$ cat config.mk
export PLATFORM = sky130hd
export DESIGN_NAME = pipe_stage_reg_flat
export DESIGN_NICKNAME = d
export VERILOG_FILES = /design/src/rtl/pipe_stage_reg_if.sv /design/src/rtl/pipe_stage_reg.sv /design/src/flat_wrapper.sv
export SDC_FILE = /design/constraint.sdc
export NUM_CORES = 1
export LEC_CHECK = 0
export BUFFER_PORTS_ARGS = -buffer_cell sky130_fd_sc_hd__buf_2
export CORE_UTILIZATION = 40
export CTS_CLUSTER_SIZE = 28
export DETAILED_ROUTE_END_ITERATION = 6
export GPL_TIMING_DRIVEN = 0
export PLACE_DENSITY = 0.71
export SETUP_SLACK_MARGIN = 0.02
export SLEW_MARGIN = 20
export SYNTH_ARGS = -nofsm -noshare
export SYNTH_HDL_FRONTEND = slang
export SYNTH_SLANG_ARGS = --single-unit
export TNS_END_PERCENT = 20
$ cat constraint.sdc
create_clock -name clk -period 2.1 [get_ports clk]
set_clock_uncertainty 0.1 [all_clocks]
set_input_delay 0.21 -clock clk [delete_from_list [all_inputs] [get_ports clk]]
set_output_delay 0.21 -clock clk [all_outputs]
set_load 0.01 [all_outputs]
$ cat src/rtl/pipe_stage_reg_if.sv
// Handshake bus for pipe_stage_reg: upstream in_* channel and downstream out_* channel.
// master = producer/consumer side (testbench or neighbouring stages), slave = the stage register.
interface pipe_stage_reg_if #(
  parameter int EX_W   = 10,
  parameter int MEM_W  = 13,
  parameter int WB_W   = 10,
  parameter int DATA_W = 32
);
  logic              in_valid;
  logic              in_ready;
  logic [EX_W-1:0]   in_ex;
  logic [MEM_W-1:0]  in_mem;
  logic [WB_W-1:0]   in_wb;
  logic [DATA_W-1:0] in_data;

  logic              out_valid;
  logic              out_ready;
  logic [EX_W-1:0]   out_ex;
  logic [MEM_W-1:0]  out_mem;
  logic [WB_W-1:0]   out_wb;
  logic [DATA_W-1:0] out_data;

  modport master (
    output in_valid, in_ex, in_mem, in_wb, in_data, out_ready,
    input  in_ready, out_valid, out_ex, out_mem, out_wb, out_data
  );

  modport slave (
    input  in_valid, in_ex, in_mem, in_wb, in_data, out_ready,
    output in_ready, out_valid, out_ex, out_mem, out_wb, out_data
  );
endinterface

$ cat src/rtl/pipe_stage_reg.sv
// Pipeline stage register with valid/ready handshake, flush and stall counter.
// Define PIPE_STAGE_REG_SKID_EN for a two-entry skid buffer with registered in_ready.
module pipe_stage_reg #(
  parameter int EX_W   = 10,
  parameter int MEM_W  = 13,
  parameter int WB_W   = 10,
  parameter int DATA_W = 32
) (
  input  logic                 clk,
  input  logic                 rst_n,
  input  logic                 flush,
  pipe_stage_reg_if.slave      bus,
  output logic [15:0]          stall_cnt
);

  typedef struct packed {
    logic [EX_W-1:0]   ex;
    logic [MEM_W-1:0]  mem;
    logic [WB_W-1:0]   wb;
    logic [DATA_W-1:0] data;
  } entry_t;

  entry_t in_e;
  entry_t main_q;
  logic   main_vq;
  logic   accept;
  logic   retire;

  assign in_e   = {bus.in_ex, bus.in_mem, bus.in_wb, bus.in_data};
  assign retire = main_vq && bus.out_ready;

  // Held fields are zeroed on every path that invalidates the entry, so the
  // outputs need no valid gating to read as a decode-safe bubble.
  assign {bus.out_ex, bus.out_mem, bus.out_wb, bus.out_data} = main_q;
  assign bus.out_valid = main_vq;

`ifdef PIPE_STAGE_REG_SKID_EN
  entry_t skid_q;
  logic   skid_vq;
  logic   in_ready_q;
  logic   main_free;

  assign bus.in_ready = in_ready_q;
  assign accept       = bus.in_valid && in_ready_q;
  assign main_free    = !main_vq || retire;

  always_ff @(posedge clk or negedge rst_n) begin
    if (!rst_n) begin
      main_vq    <= 1'b0;
      main_q     <= '0;
      skid_vq    <= 1'b0;
      skid_q     <= '0;
      in_ready_q <= 1'b1;
    end else if (flush) begin
      main_vq    <= 1'b0;
      main_q     <= '0;
      skid_vq    <= 1'b0;
      skid_q     <= '0;
      in_ready_q <= 1'b1;
    end else if (main_free) begin
      // Skid is only ever full while in_ready_q=0, so it cannot race an accept.
      if (skid_vq) begin
        main_q     <= skid_q;
        main_vq    <= 1'b1;
        skid_q     <= '0;
        skid_vq    <= 1'b0;
        in_ready_q <= 1'b1;
      end else if (accept) begin
        main_q  <= in_e;
        main_vq <= 1'b1;
      end else begin
        main_q  <= '0;
        main_vq <= 1'b0;
      end
    end else if (accept) begin
      skid_q     <= in_e;
      skid_vq    <= 1'b1;
      in_ready_q <= 1'b0;
    end
  end
`else
  // NOTE: in_ready is combinational from out_ready here; a chain of these
  // stages forms one long ready path, which the skid build breaks.
  assign bus.in_ready = !main_vq || bus.out_ready;
  assign accept       = bus.in_valid && bus.in_ready;

  // NOTE: sequential state uses non-blocking assignments only, so every
  // always_ff reads pre-edge values regardless of evaluation order.
  always_ff @(posedge clk or negedge rst_n) begin
    if (!rst_n) begin
      main_vq <= 1'b0;
      main_q  <= '0;
    end else if (flush) begin
      main_vq <= 1'b0;
      main_q  <= '0;
    end else if (accept) begin
      main_q  <= in_e;
      main_vq <= 1'b1;
    end else if (retire) begin
      main_q  <= '0;
      main_vq <= 1'b0;
    end
  end
`endif

  // Stall counter saturates and deliberately survives flush.
  always_ff @(posedge clk or negedge rst_n) begin
    if (!rst_n) begin
      stall_cnt <= '0;
    end else if (main_vq && !bus.out_ready && stall_cnt != 16'hFFFF) begin
      stall_cnt <= stall_cnt + 16'd1;
    end
  end

endmodule

$ cat src/flat_wrapper.sv
// flat-port wrapper written by rule: the top's interface ports become plain ports
module pipe_stage_reg_flat 
#(
  parameter int EX_W   = 10,
  parameter int MEM_W  = 13,
  parameter int WB_W   = 10,
  parameter int DATA_W = 32
)
  (clk, rst_n, flush, stall_cnt, bus_in_valid, bus_in_ex, bus_in_mem, bus_in_wb, bus_in_data, bus_out_ready, bus_in_ready, bus_out_valid, bus_out_ex, bus_out_mem, bus_out_wb, bus_out_data);
  pipe_stage_reg_if #(.EX_W(EX_W), .MEM_W(MEM_W), .WB_W(WB_W), .DATA_W(DATA_W)) bus_i ();
  input  logic clk;
  input  logic rst_n;
  input  logic flush;
  output logic [15:0] stall_cnt;
  input wire logic [$bits(bus_i.in_valid)-1:0] bus_in_valid;
  input wire logic [$bits(bus_i.in_ex)-1:0] bus_in_ex;
  input wire logic [$bits(bus_i.in_mem)-1:0] bus_in_mem;
  input wire logic [$bits(bus_i.in_wb)-1:0] bus_in_wb;
  input wire logic [$bits(bus_i.in_data)-1:0] bus_in_data;
  input wire logic [$bits(bus_i.out_ready)-1:0] bus_out_ready;
  output wire logic [$bits(bus_i.in_ready)-1:0] bus_in_ready;
  output wire logic [$bits(bus_i.out_valid)-1:0] bus_out_valid;
  output wire logic [$bits(bus_i.out_ex)-1:0] bus_out_ex;
  output wire logic [$bits(bus_i.out_mem)-1:0] bus_out_mem;
  output wire logic [$bits(bus_i.out_wb)-1:0] bus_out_wb;
  output wire logic [$bits(bus_i.out_data)-1:0] bus_out_data;
  assign bus_i.in_valid = bus_in_valid;
  assign bus_i.in_ex = bus_in_ex;
  assign bus_i.in_mem = bus_in_mem;
  assign bus_i.in_wb = bus_in_wb;
  assign bus_i.in_data = bus_in_data;
  assign bus_i.out_ready = bus_out_ready;
  assign bus_in_ready = bus_i.in_ready;
  assign bus_out_valid = bus_i.out_valid;
  assign bus_out_ex = bus_i.out_ex;
  assign bus_out_mem = bus_i.out_mem;
  assign bus_out_wb = bus_i.out_wb;
  assign bus_out_data = bus_i.out_data;
  pipe_stage_reg #(.EX_W(EX_W), .MEM_W(MEM_W), .WB_W(WB_W), .DATA_W(DATA_W)) u_core (.clk(clk), .rst_n(rst_n), .flush(flush), .bus(bus_i), .stall_cnt(stall_cnt));
endmodule
After elaboration in Yosys (flattened, before gate mapping):

Index checks and enable logic that the tools add are counted.
Widths: inputs -> output; s select.

* flip-flop bits (word level): 82
* input bits: 70
* output and inout bits: 83
* word-level logic and storage cells: 22

* add/sub/neg operators: 1
* equal/unequal tests: 1
* multiplexer cells: 6
* reduce and logical (&&, ||, !) cells: 8

Operator list (count)
* $mux 65: 3
* $add 16x1->16 const B: 1
* $ne 16x16->1 const B: 1
* $logic_and 1x1->1: 4
* $mux 1: 3
* $reduce_bool 3->1: 1
* $logic_not 1->1: 2
* $logic_or 1x1->1: 1

Logic depth before layout (Yosys ltp):

Gate-level depths: netlist (run 1).

* depth in word-level cells: 5
* mapped depth: 7
* gate-level depth less buffers: 5

Least setup slack after synthesis (run 1):

OpenSTA, ideal clock, no wires.

* path kind: reg-to-reg
* start point: register u_core.stall_cnt[0]
* end point: register u_core.stall_cnt[13]
* setup time: 128 ps
* arrival: 1589 ps
* required time: 1872 ps
* slack: 283 ps
* cell stages (with the launch flop): 6
* path buffers: 0
* clock period less this slack: 1817 ps
* cells stage by stage: dfrtp_1 ha_1 nand3_1 nor4_2 and4bb_1 xor2_1

* cells in the longest elaborated chain, start to end: 2
* elaborated cells between the ends (all ways): 3
* those cells by class: add/sub: 1; eq/ne: 1; reduce/logical: 1

Ends and longest elaborated chain
* from (decl): line pipe_stage_reg.sv:13 `output logic [15:0] stall_cnt`
* from (signal assigned): line pipe_stage_reg.sv:111 `stall_cnt <= stall_cnt + 16'd1;`
* parallel branches: the longest is 2 deep, another holds $add 16x1->16

Parallel ways; which one is timed is not known.
A chain may end at the register's enable or synchronous reset.

Worst setup path after layout (run 1):

Same ends and word-level chain as after synthesis.

==> results of run 1 <==
cell usage after synthesis:
cell       n
and4_1     1
nor3_2     1
nor3b_2    1
dfrtp_1   82
o21a_1     1
and3_1     2
o21bai_1   1
and4bb_1   2
a22o_1    65
nor2_2     1
nand3_1    3
buf_4      6
nor3b_1    1
nand3_4    1
a211oi_1   2
nand4_4    2
nand4_1    1
and3_2     1
nand3b_1   1
nor2b_1    1
nor4b_1    1
xnor2_1    3
ha_1       1
nor3_1     1
or2_4      1
mux2_2     1
nand2_1    2
xor2_1     9
and2_1     1
nor2_1     6
nor4_2     1
a21oi_1    4
a31oi_1    1
clkbuf_1   2
inv_1      3
nor4b_2    2
buf_2      7
nor2_4     1
area by class of cell:
cell class	count	area [µm²]	area share, %
tap	102	128	2.57
inverter	3	11.3	0.226
buffer	15	87.6	1.76
clock buffer	10	138	2.77
timing repair buffer	219	1450	29.2
sequential	82	2050	41.2
clock inverter	5	55.1	1.11
multi-input combinational	123	1050	21.2
state kept, by name (all words and copies together) (netlist names):
register,cells
u_core.bus.out_valid,1
u_core.bus.out_wb,10
u_core.bus.out_mem,13
u_core.stall_cnt,16
u_core.bus.out_ex,10
u_core.bus.out_data,32
power by group through the flow:
stage               registers [mW]  clock network (mW)  logic (mW)
floorplan                     1.89                   0       0.206
global placement              1.84                   0       0.517
detailed placement            1.84                   0       0.539
CTS                           1.81                1.14       0.633
global route                  1.83                1.22       0.694
finish                        1.81                1.11       0.632
worst max-delay path by stage:
stage | from | endpoint | slack, ps | cells past startpoint
final | u_core.stall_cnt[0] | u_core.stall_cnt[13] | 180 | 5
after global routing | u_core.stall_cnt[0] | u_core.stall_cnt[13] | 30 | 5
after CTS | u_core.stall_cnt[0] | u_core.stall_cnt[13] | 160 | 5
after detailed placement | u_core.stall_cnt[0] | u_core.stall_cnt[13] | 180 | 5
after global placement | rst_n | u_core.bus.out_wb[7] | 160 | 1
after floorplan | u_core.stall_cnt[0] | u_core.stall_cnt[13] | 280 | 5
cell families (layout without fill, tap and decap cells):
family          count (synthesis)  count (layout)  share of synthesized area [%]
mux                             1               1                          0.352
xor+xnor                       12              12                           3.28
buf+inv                        18             252                           3.09
flops                          82              82                           64.1
simple gates                   35              35                           9.30
compound gates                 74              74                           19.5
fa+ha+maj                       1               1                          0.391
layer usage:
layer / routed length (µm) / part of all wire (%) / global-route usage (%)
met5: 0 / 0 / 0
met1: 3700 / 44 / 26.9
met3: 445 / 5.3 / 5.11
met2: 4150 / 49 / 34.7
met4: 143 / 1.7 / 7.54
placed cells by master (no fill, tap or decap), types with 2 or more instances in the layout:
| cell | count |
|---|---|
| clkbuf_1 | 2 |
| nand2_1 | 2 |
| and4bb_1 | 2 |
| nor2_1 | 6 |
| inv_1 | 3 |
| dfrtp_1 | 82 |
| a21oi_1 | 4 |
| xnor2_1 | 3 |
| buf_2 | 158 |
| xor2_1 | 9 |
| dlygate4sd3_1 | 66 |
| clkbuf_8 | 10 |
| nor4b_2 | 2 |
| buf_4 | 7 |
| a211oi_1 | 2 |
| clkinv_2 | 2 |
| a22o_1 | 65 |
| and3_1 | 2 |
| nand4_4 | 2 |
| clkinvlp_4 | 2 |
| nand3_1 | 3 |
stage by stage:
step,hold slack (ps),cells
floorplan,-186,223
global placement,306,477
detailed placement,106,478
CTS,2.44,558
global route,2.71,559
finish,26.4,559
critical path, stage by stage (launching register included):
cell      delay, ps
dfrtp_1         460
ha_1            300
nand3_1         180
nor4_2          390
and4bb_1        240
xor2_1          140
==> metrics.txt, run 1 <==
status finished clean; antenna fix cells 0; initial antenna violation count 0; worst hold stages 2; Placed Area about 4100 µm²; top-area cell type share of the netlist area 64.1%; Worst slew margin 68.0%; largest net degree at the start of global routing between 40 and 50; worst flop-to-flop path startpoint u_core.stall_cnt[0]; top post-synthesis cells by area dfrtp_1 64%, a22o_1 18%, xor2_1 2.5%; clk_lat worst skew 340 ps; Final Cycle Share 91.5%; gpl congestion ~0.74; DRC violations left 0; r2r setup slk approximately 180 ps; Net Sw Power 0.958 mW; crit path time final between 1500 and 2000 ps; Yosys reg bits 82; YS warnings 0; Clock transition at path regs ~80 ps; min-delay src bus_in_data[8]; WS Path Type reg -> reg; worst r2r dst u_core.stall_cnt[13]; VDD IR max 0.311 mV; RSZ-0062 raised after global routing false; sw frac 26.9%; leakage power roughly 2.7 nW; core area roughly 7700 µm²; Mapped Cells ~220; die footprint approximately 8400 µm²; Mean Syn Cell Area 14.4 µm²; synth unique cells 38; Setup WS post-layout ~180 ps; Slew @ Worst Pin roughly 480 ps; leading area contributor after synthesis dfrtp_1; Final Hold Fails 0; Max-Cap Viols 0; end-of-flow core utilization between 60 and 70%; DR vias roughly 2,800; Fin Setup TNS 0 ps; register share of total power around half; first-pass GRT wire length ~14 mm; DP Wirelength about 5.3 mm; nets 524; Max clock buf depth 2; Arr. time, crit path roughly 2000 ps; pre-CTS WS roughly 180 ps; Syn Std Cell Area 3200 µm²; Max FO, Critical Path 5; DR iter-0 viols just under 100; Finished Cell Area 4970 µm²; Hold Path Class in -> reg; Post-Route WL ~8.4 mm; post-synthesis sequential area ratio 64.1%; vias per cell 4.93; share of layout cells above drive strength 1 between 40 and 50%; CTS resizes 0; 1st-pass router iterations 4; vias in the first global route about 2,800; area delta synth->final 55.3%; Critical Path Sink Type register; Syn Nets 294; Clk pwr share a little under a third; Filler Cell Count 590; Power, Total roughly 3.6 mW; num rows 32; global-route usage over all layers between 20% and 30%; Die Wd between 90 and 100 µm; Int Power 2.60 mW; Die H ~90 µm; critical path data required time around 2200 ps; I/O pins approximately 150; Port Buffer Count between 150 and 200; hold_buf cts between 60 and 70; antenna-violating nets left 0; CTS H-tree depth 3; crit start category register; Power Density 716 nW/µm²; global route overflow 0; number of CTS-inserted buffers 9; Post CTS Setup Buffer Count 0; r2r worst-path depth 5; Clock Sink Count roughly 80; Finish-stage setup viols 0; starting density of the core roughly 41%; Slew Limit Fails 0; root buf cell clkbuf_8; Max Clk Rate 521 MHz; Comb pwr share 17.7%; DR WL/cell 15.1 µm; hold endpoint u_core.bus.out_data[8]; CTS tree yes
No activity file was read; power rests on OpenSTA's default activity.
==> run 2: changes to the inputs <==
==> constraint.sdc (replaced) <==
create_clock -name clk -period 2 [get_ports clk]
set_clock_uncertainty 0.1 [all_clocks]
set_input_delay 0.2 -clock clk [delete_from_list [all_inputs] [get_ports clk]]
set_output_delay 0.2 -clock clk [all_outputs]
set_load 0.01 [all_outputs]
==> metrics.txt, run 2 (synthesis results as in run 1) <==
Critical Path Sink Type register; DRC violations left 0; Die Wd slightly above 90 µm; die footprint about 8400 µm²; Post-Route WL ~8.5 mm; Arr. time, crit path between 1500 and 2000 ps; Max FO, Critical Path 5; Filler Cell Count 587; Net Sw Power roughly 1.0 mW; Max-Cap Viols 0; share of layout cells above drive strength 1 between 40% and 50%; root buf cell clkbuf_8; min-delay src bus_in_valid; Port Buffer Count around 150; commonest cells after routing, fill and taps aside 158 x buf_2, 80 x dfrtp_1, 67 x dlygate4sd3_1; Power Density about 750 nW/µm²; end-of-flow core utilization between 60% and 70%; antenna-violating nets left 0; initial antenna violation count 0; critical path data required time 2140 ps; Die H 91.5 µm; sw frac between 20 and 30%; core area between 7000 and 8000 µm²; Clock transition at path regs 80 ps; num rows 32; met1 Resource Use GR roughly 27%; Post CTS Setup Buffer Count 0; Worst slew margin just under 70%; VDD IR max 0.327 mV; vias in the first global route 2,804; Final Hold Fails 0; FF/Latch Area 2050 µm²; layer with the highest usage met2; nets about 530; crit path time final roughly 1800 ps; Clock Sink Count between 80 and 90; Final Cycle Share between 90% and 100%; DP Wirelength around 5.3 mm; global route overflow 0; max reg flops 32; Hold Path Class in -> reg; gpl congestion 0.738; area delta synth->final 56.3%; crit start category register; DR iter-0 viols 106; global-route usage over all layers a little over a fifth; DR WL/cell 15.2 µm; Finish-stage setup viols 0; Slew @ Worst Pin 482 ps; register share of total power roughly half; Clk pwr share a little under a third; worst flop-to-flop path startpoint u_core.stall_cnt[0]; vias per cell 4.93; Comb pwr share between 10% and 20%; status finished clean; Max clock buf depth 2; Max Clk Rate approximately 540 MHz; leakage power between 2 and 3 nW; CTS tree yes; Multi-input gate area about 1100 µm²; DR vias ~2,800; CTS H-tree depth 3; clk_lat worst skew ~340 ps; first-pass GRT wire length approximately 14 mm; GR Util met3 5.03%; Int Power approximately 2.7 mW; worst hold stages 3; WS Path Type reg -> reg; RSZ-0062 raised after global routing false; Worst Setup SP u_core.stall_cnt[0]; number of CTS-inserted buffers 9; largest net degree at the start of global routing 47; r2r worst-path depth 5; 1st-pass router iterations 4; I/O pins 153; antenna fix cells 0; Slew Limit Fails 0; starting density of the core 41.5%; GRT met2 Usage 34.4%; Fin Setup TNS 0 ps; most common cell after layout, fill and taps aside buf_2
## run 2: final cells by class
cell class | count | area share, %
Buffer | 15 | 1.75
Inverter | 3 | 0.225
Timing Repair Buffer | 220 | 29.2
Tap cell | 102 | 2.55
Clock inverter | 5 | 1.10
Clock buffer | 10 | 2.75
Sequential cell | 82 | 41.0
Multi-Input combinational cell | 123 | 21.4
## run 2: metrics by stage
| stage | worst slack [ps] | hold WS [ps] | power [mW] | cells | instance area [µm²] |
|---|---|---|---|---|---|
| after global routing | 49.8 | 70.0 | 3.95 | 560 | 5000 |
| after floorplan | 183 | -196 | 2.20 | 223 | 3200 |
| after detailed placement | 79.6 | 96.0 | 2.50 | 478 | 4120 |
| final | 163 | 71.0 | 3.76 | 560 | 5000 |
| after CTS | 61.9 | 80.3 | 3.77 | 560 | 4980 |
| after global placement | 74.0 | 296 | 2.47 | 477 | 4090 |
## run 2: final timing paths
path / end / slack, ps
setup / recovery: u_core.stall_cnt[1] / 160
hold / removal: u_core.bus.out_valid / 70
setup reg to reg: u_core.stall_cnt[1] / 160
hold reg to reg: u_core.stall_cnt[15] / 400
max in group asynchronous: u_core.bus.out_data[19] / 960
min in group asynchronous: u_core.bus.out_mem[6] / 250
## run 2: worst max-delay path, cell delays in order, from the launching register on
cell     delay, ps
dfrtp_2        460
ha_2           240
nand3_1        200
nor2_2         120
a31oi_2        260
mux2_2         360
## run 2: timing repair
action | 4_1_cts | 5_1_grt
hold buffers | 67 | 0
hold endpoints to repair | 102 | 0
endpoints found under the setup margin | 0 | 3
gates resized for setup | 0 | 5
## run 2: power by group through the flow
| stage | clock network [mW] | logic [mW] | registers (mW) |
|---|---|---|---|
| 2_1_floorplan | 0 | 0.216 | 1.98 |
| 4_1_cts | 1.20 | 0.668 | 1.90 |
| 3_3_place_gp | 0 | 0.543 | 1.93 |
| 3_5_place_dp | 0 | 0.565 | 1.93 |
| 5_1_grt | 1.28 | 0.738 | 1.93 |
| 6_report | 1.17 | 0.671 | 1.91 |
## run 2: per-layer routing
| metal | vias to the layer above | part of all wire [%] |
|---|---|---|
| li1 | 1300 | - |
| met1 | 1336 | 44 |
| met2 | 110 | 49 |
| met3 | 15 | 5.4 |
| met4 | 0 | 1.7 |
| met5 | - | 0 |
==> run 3: changes to the inputs <==
--- a/config.mk
+++ b/config.mk
@@ -6,7 +6,9 @@
 export NUM_CORES = 1
 export LEC_CHECK = 0
 export BUFFER_PORTS_ARGS = -buffer_cell sky130_fd_sc_hd__buf_2
+export CORE_ASPECT_RATIO = 0.7
 export CORE_UTILIZATION = 40
+export CTS_BUF_LIST = sky130_fd_sc_hd__clkbuf_8
 export CTS_CLUSTER_SIZE = 28
 export DETAILED_ROUTE_END_ITERATION = 6
 export GPL_TIMING_DRIVEN = 0
==> metrics.txt, run 3 (synthesis results as in run 1) <==
number of CTS-inserted buffers 9; Min Hold Slack approximately 41 ps; starting density of the core between 40% and 50%; Max FO, Critical Path 5; gpl congestion 0.779; Multi-input gate area 1060 µm²; DR WL/cell 15.7 µm; Comb pwr share 18.2%; end-of-flow core utilization ~66%; Post CTS Setup Buffer Count 0; leakage power 2.69 nW; commonest cells after routing, fill and taps aside 158 x buf_2, 81 x dfrtp_1, 67 x dlygate4sd3_1; DRC violations left 0; Slew Limit Fails 0; VDD IR max between 0.6 and 0.7 mV; die footprint approximately 8400 µm²; global route overflow 0; vias per cell roughly 5; CTS H-tree depth 3; share of layout cells above drive strength 1 ~43%; Setup WS post-layout ~23 ps; vias in the first global route about 2,800; register share of total power approximately 51%; Net Sw Power between 1 and 1.5 mW; Worst slew margin between 60% and 70%; Die Wd roughly 110 µm; WS Path Type reg -> reg; first-pass GRT wire length between 10 and 15 mm; Fin Setup TNS 0 ps; Clock Sink Count 82; Max clock buf depth 2; Clk pwr share a little under a third; DP Wirelength roughly 5.4 mm; pre-CTS WS about 0.31 ps; 1st-pass router iterations 4; Int Power 2.74 mW; status finished clean; Clock transition at path regs roughly 80 ps; Max Clk Rate 506 MHz; Finish-stage setup viols 0; I/O pins 153; DR vias 2,731; Filler Cell Count ~560; crit start category register; Max-Cap Viols 0; largest net degree at the start of global routing 48; antenna fix cells 0; global-route usage over all layers around 22%; area delta synth->final 55.9%; DR iter-0 viols ~140; Hold Path Class in -> reg; clk_lat worst skew roughly 330 ps; max reg flops 32; nets between 500 and 600; antenna-violating nets left 0; crit path time final ~2000 ps; initial antenna violation count 0; Port Buffer Count 152; Arr. time, crit path roughly 2100 ps; Final Cycle Share 98.8%; most common cell after layout, fill and taps aside buf_2; num rows 26; Finished Cell Area 4990 µm²; critical path data required time ~2100 ps; CTS tree yes; Final Hold Fails 0; Power Density between 700 and 800 nW/µm²; sw frac between 20 and 30%; Post-Route WL ~8.7 mm; root buf cell clkbuf_8; Die H between 70 and 80 µm; Placed Area roughly 4100 µm²; core area around 7500 µm²; Critical Path Sink Type register; Slew @ Worst Pin roughly 470 ps; FF/Latch Area ~2100 µm²
run 3: cell counts in the layout (fill, tap and decap cells not counted):
No cell type changed its count.
run 3: layer usage:
layer	share of wire, %	up-vias	GRT usage, %
li1	-	1301	-
met3	6.0	10	4.76
met2	48	110	35.0
met1	45	1310	28.6
met4	1.2	0	8.38
met5	0	-	0
run 3: through the flow:
| step | power, mW | instances |
|---|---|---|
| detailed placement | 2.50 | 474 |
| global placement | 2.47 | 473 |
| global route | 3.97 | 556 |
| CTS | 3.79 | 556 |
| finish | 3.75 | 556 |
| floorplan | 2.20 | 223 |
run 3: repair_timing:
action | in CTS | in global routing
cloned | 0 | 0
setup endpoints to repair | 2 | 4
hold buffers | 67 | 0
pin swaps | 0 | 1
endpoints found under the hold margin | 101 | 0
resized for setup | 0 | 3
run 3: worst max-delay path: stages (launching register included):
cell and delay (ps):
dfrtp_1 470, ha_2 250, nand3_1 220, nor2_2 120, a31oi_1 330, mux2_2 370
run 3: final timing paths:
path / from / endpoint / slack [ps] / cells after the start
worst max register to register: u_core.stall_cnt[1] / u_core.stall_cnt[1] / 20 / 5
max in group asynchronous: rst_n / u_core.bus.out_wb[7] / 950 / 3
min in group asynchronous: rst_n / u_core.stall_cnt[0] / 260 / 2
worst min register to register: u_core.bus.out_wb[0] / u_core.bus.out_wb[0] / 400 / 1
worst min-delay path: bus_in_valid / u_core.bus.out_valid / 40 / 3
worst max-delay path: u_core.stall_cnt[1] / u_core.stall_cnt[1] / 20 / 5
run 3: area by class of cell:
| cell class | count | share of cell area (%) |
|---|---|---|
| inverter | 3 | 0.226 |
| buffer | 15 | 1.75 |
| sequential | 82 | 41.1 |
| multi-input combinational | 123 | 21.3 |
| tap | 98 | 2.46 |
| timing repair buffer | 220 | 29.3 |
| clock buffer | 10 | 2.76 |
| clock inverter | 5 | 1.10 |
run 3: power by group through the flow:
stage          combinational, mW  sequential, mW  clock (mW)
3_5_place_dp               0.572            1.93           0
4_1_cts                    0.672            1.90        1.22
2_1_floorplan              0.216            1.98           0
6_report                   0.681            1.91        1.16
3_3_place_gp               0.546            1.93           0
5_1_grt                    0.745            1.93        1.29
